==> src/rtl/regfile_scoreboard.sv <==
// Register file with two write ports, two combinational read ports, write-through
// bypass and a per-register busy scoreboard that flags operands still in flight.
module regfile_scoreboard #(
    parameter int DW      = 8,
    parameter int AW      = 3,
    parameter int ZERO_R0 = 0
) (
    input  logic                  CLK,
    input  logic                  RESET,
    input  logic [AW-1:0]         SA,
    input  logic [AW-1:0]         SB,
    output logic [DW-1:0]         DataA,
    output logic [DW-1:0]         DataB,
    input  logic                  WE0,
    input  logic [AW-1:0]         WA0,
    input  logic [DW-1:0]         WD0,
    input  logic                  WE1,
    input  logic [AW-1:0]         WA1,
    input  logic [DW-1:0]         WD1,
    input  logic                  BSET,
    input  logic [AW-1:0]         BADDR,
    output logic                  STALL_A,
    output logic                  STALL_B,
    output logic [(1<<AW)-1:0]    BUSY,
    output logic                  CONFLICT
);

    localparam int N  = 1 << AW;
    localparam bit ZR = (ZERO_R0 != 0);

    logic [DW-1:0] regs_q [N];
    logic [N-1:0]  busy_q;
    logic [N-1:0]  busy_d;
    logic          conflict_q;
    logic          collision;
    logic [N-1:0]  wr0Hit;
    logic [N-1:0]  wr1Hit;

    always_comb begin
        wr0Hit    = '0;
        wr1Hit    = '0;
        busy_d    = '0;
        collision = WE0 && WE1 && (WA0 == WA1);
        for (int i = 0; i < N; i++) begin
            wr0Hit[i] = WE0 && (WA0 == AW'(i));
            wr1Hit[i] = WE1 && (WA1 == AW'(i));
            // A completing write retires the pending mark unless a new producer claims it now
            busy_d[i] = (busy_q[i] && !(wr0Hit[i] || wr1Hit[i])) || (BSET && (BADDR == AW'(i)));
        end
        if (ZR) begin
            busy_d[0] = 1'b0;
        end
    end

    always_ff @(posedge CLK) begin
        if (RESET) begin
            for (int i = 0; i < N; i++) begin
                regs_q[i] <= '0;
            end
            busy_q     <= '0;
            conflict_q <= 1'b0;
        end else begin
            for (int i = 0; i < N; i++) begin
                if (!(ZR && i == 0)) begin
                    if (wr1Hit[i]) begin
                        regs_q[i] <= WD1;
                    end else if (wr0Hit[i]) begin
                        regs_q[i] <= WD0;
                    end
                end
            end
            busy_q     <= busy_d;
            conflict_q <= collision;
        end
    end

    // Port 1 bypass is applied last so it overrides port 0; hardwired r0 overrides everything
    always_comb begin
        DataA = regs_q[SA];
        if (WE0 && (WA0 == SA)) DataA = WD0;
        if (WE1 && (WA1 == SA)) DataA = WD1;
        if (ZR && (SA == '0)) DataA = '0;

        DataB = regs_q[SB];
        if (WE0 && (WA0 == SB)) DataB = WD0;
        if (WE1 && (WA1 == SB)) DataB = WD1;
        if (ZR && (SB == '0)) DataB = '0;

        STALL_A = busy_q[SA] && !(WE0 && (WA0 == SA)) && !(WE1 && (WA1 == SA));
        STALL_B = busy_q[SB] && !(WE0 && (WA0 == SB)) && !(WE1 && (WA1 == SB));
    end

    assign BUSY     = busy_q;
    assign CONFLICT = conflict_q;

endmodule

==> config.mk <==
export PLATFORM = sky130hd
export DESIGN_NAME = regfile_scoreboard
export DESIGN_NICKNAME = d
export VERILOG_FILES = /design/src/rtl/regfile_scoreboard.sv
export SDC_FILE = /design/constraint.sdc
export NUM_CORES = 1
export LEC_CHECK = 0
export ABC_CLOCK_PERIOD_IN_PS = 3000
export BUFFER_PORTS_ARGS = -buffer_cell sky130_fd_sc_hd__buf_2
export CAP_MARGIN = 10
export CORE_UTILIZATION = 25
export DETAILED_ROUTE_END_ITERATION = 8
export GPL_TIMING_DRIVEN = 1
export SLEW_MARGIN = 20
export SYNTH_ARGS = -nofsm -noshare
export SYNTH_HDL_FRONTEND = slang
export SYNTH_SLANG_ARGS = --single-unit
==> constraint.sdc <==
create_clock -name CLK -period 3 [get_ports CLK]
set_clock_uncertainty 0.05 [all_clocks]
set_input_delay 0.3 -clock CLK [delete_from_list [all_inputs] [get_ports CLK]]
set_output_delay 0.3 -clock CLK [all_outputs]
set_load 0.01 [all_outputs]
==> metrics list <==
- Largest net degree at the start of global routing: 31
- First-pass GRT wire length: 24.1 mm
- The share of the Yosys chip area taken by registers is 0.408.
- After detailed routing, the average wire length per cell comes to 21.3 um.
- CTS Hold Bufs: 0
- Aggregate global-route resource usage: 0.153
- Yosys top cell by area: sky130_fd_sc_hd__edfxtp_1
- Kind of launch point of the worst setup path: input port
* Required time at the endpoint of the critical path: 2.65 ns
- Count of endpoints failing setup in the final report: 0
- Number of setup buffers added after CTS: 0
- Number of sinks on the clock net: 73
- Remaining routing DRC violations: 0
- The die is 146 um wide.
* DIE AREA: 21200 um^2
- By area the synthesized netlist is led by sky130_fd_sc_hd__edfxtp_1 (37%), sky130_fd_sc_hd__mux4_2 (11%), sky130_fd_sc_hd__mux2_2 (7.0%).
* Most frequent cells in the layout: sky130_fd_sc_hd__edfxtp_1 (64), sky130_fd_sc_hd__buf_2 (62), sky130_fd_sc_hd__nor2_1 (43)
- The number of max-slew violations in the final report is 0.
- Biggest fanout along the worst timing path: 17
- The library cell used most frequently in the layout, excluding fill and tap cells, is sky130_fd_sc_hd__edfxtp_1.
- No sink is reached through more buffers than the 2 on the longest clock path.
* TritonRoute pass-1 iters: 6
* Buffer type at the clock tree root: sky130_fd_sc_hd__clkbuf_16
* Initial antenna violation count: 0
* Fill cell total of the finished layout: 2045
- Distinct cell type count after synthesis: 45
- Total power consumption of the routed design: 2.83 mW
- Worst setup slack for register-to-register paths: 2.26 ns
- Total placed cells including tap cells: 736
- After legalization and detailed placement, the total HPWL measured 11.2 mm.
- For this design the top-level I/O count stands at 63.
* Worst Hold Class: in -> reg
* Primary flip-flop cell chosen by synthesis mapping: sky130_fd_sc_hd__edfxtp_1
- Cells after synthesis: 435
* Net switching power: 0.801 mW
- STA puts the critical path data arrival time at 2.16 ns.
- Part of the power in the clock network: 0.357
- Clock buffers created by TritonCTS: 9
* Netlist area before placement: 5150 um^2
- For this run, the number of Yosys warnings is 0.
* Fmax: 398 MHz
* Post-layout min period: 2.51 ns
- Once the clock tree was built, the resizer swapped 0 gates to a different size.
* Static Leak: 2.18 nW
- Via count of the first global-routing pass: 4008
- After routing, the total negative slack on setup checks comes to 0 ns.
- Of the cells placed in the final design, the portion with a size suffix greater than 1 is 0.355.
- The tightest hold path in the finished design has a slack of 0.209 ns.
- Synthesis produced a netlist with a net count of 471.
* Number of placement rows: 52
- Global route overflow: 0
- During placement, the flow inserted port buffers numbering 62.
- Synthesis-to-finish area growth: 16.1%
* Core outline area: 20200 um^2
* Total area of multi-input combinational cells: 2750 um^2
* Avg Vias per Cell: 5.28
- Total wire length after detailed routing: 16.0 mm
- Gpl congestion: 0.793
- Once detail routing completed, the nets flagged for antenna violations numbered 0.
- CTS tree: done
* Flop pwr share: 0.439
- Synthesized flop and latch total: 73
* Asr flop ratio synth: 0
* Setup repair after global routing missed its margin: no
* Share of Yosys cell area claimed by the top area cell type: 0.373
- The clock reaches the later pin of the worst-skew pair after 0.34 ns.
- The finished layout holds 752 standard cells, fillers aside.
* Category of the critical setup timing path: in -> out
* Pwr Density: 472 nW/um^2
- The flow ran to the end, and the final reports show no timing, DRC or antenna violations.
- The net count of the finished layout is 513.
- Relative slew slack: 0.360
- In this run the vertical extent of the chip is 146 um.
- Ratio of final minimum period to clock period: 0.838
- Net switching share of the total power: 0.284
- Measured on the finished design, the core utilization comes to 0.296.
* Max-Cap Viols: 0
* Post-synthesis area per instance: 11.8 um^2
- The first routing iteration left 359 violations.
- Routed via count: 3967
- Final-report hold violation count: 0
- Area taken by flip-flops and latches: 2100 um^2
- Type of destination of the critical path: output port
* Worst Tran Pin Value: 0.949 ns
* Internal power of the cells: 2.02 mW
* Proportion of power drawn by combinational gates: 0.204
- VDD sags by at most 262 uV.
* Htree depth: 3
- Number of diodes: 0
- Initial Util: 0.255
- In this run, synthesis inferred 64 flip-flops with an integrated enable.
- Clock-pin slew was measured on the worst setup and hold paths at 0.06 ns.
-- sequential cells by signal, indices dropped and copies added (netlist names) --
name,cells
CONFLICT,1
regs_q,64
BUSY,8
-- stage by stage --
stage                     setup WS [ns]  instance area [um^2]
after floorplan                    1.08                  5150
after global placement            0.507                  5710
after detailed placement          0.508                  5710
after CTS                         0.503                  5990
after global routing              0.342                  5990
final                             0.487                  5990
-- cell usage after synthesis, types with 10 or more instances --
cell	n
sky130_fd_sc_hd__buf_2	20
sky130_fd_sc_hd__o21ai_0	24
sky130_fd_sc_hd__nor2_1	43
sky130_fd_sc_hd__xnor2_1	13
sky130_fd_sc_hd__nand2_1	27
sky130_fd_sc_hd__mux4_2	25
sky130_fd_sc_hd__clkbuf_1	18
sky130_fd_sc_hd__mux4_1	11
sky130_fd_sc_hd__a22oi_1	40
sky130_fd_sc_hd__mux2i_1	16
sky130_fd_sc_hd__nor2b_1	10
sky130_fd_sc_hd__mux2_2	32
sky130_fd_sc_hd__edfxtp_1	64
-- power by group through the flow --
| stage | registers, mW | clock network, mW | logic [mW] |
|---|---|---|---|
| final | 1.24 | 1.01 | 0.578 |
| after global routing | 1.25 | 1.05 | 0.623 |
| after CTS | 1.24 | 1.02 | 0.581 |
| after detailed placement | 1.26 | 0 | 0.580 |
| after global placement | 1.25 | 0 | 0.567 |
| after floorplan | 1.24 | 0 | 0.403 |
-- critical path: stages --
cell	delay, ns
sky130_fd_sc_hd__buf_2	0.46
sky130_fd_sc_hd__mux4_1	0.63
sky130_fd_sc_hd__mux2_2	0.27
sky130_fd_sc_hd__mux2i_1	0.12
sky130_fd_sc_hd__o21ai_0	0.16
sky130_fd_sc_hd__buf_2	0.21
-- cell families after synthesis --
family	share of synthesized area
xor gates and xnor gates	0.0255
buffers and inverters	0.0629
AOI/OAI and AO/OA	0.103
DFF	0.408
muxes	0.266
and+or+nand+nor	0.134
-- area by class of cell --
| class | count | area share |
|---|---|---|
| Multi-Input combinational cell | 299 | 0.459 |
| Clock inverter | 7 | 0.00899 |
| Clock buffer | 9 | 0.0376 |
| Sequential cell | 73 | 0.351 |
| Inverter | 8 | 0.00502 |
| Tap cell | 270 | 0.0564 |
| Timing Repair Buffer | 86 | 0.0819 |
-- final timing paths --
kind,endpoint,cells after the start,start
setup reg to reg,BUSY[6]$_SDFF_PP0_,2,BUSY[6]$_SDFF_PP0_
hold / removal,BUSY[3]$_SDFF_PP0_,3,BADDR[1]
setup / recovery,DataA[6],6,SA[0]
hold reg to reg,BUSY[7]$_SDFF_PP0_,2,BUSY[7]$_SDFF_PP0_
-- routing by layer --
metal,part of all wire,GRT usage,vias up
li1,-,-,1762
met1,0.42,0.196,2008
met2,0.50,0.258,177
met3,0.062,0.0301,20
met4,0.018,0.0495,0
met5,0,0,-
No activity file was read; power rests on OpenSTA's default activity.
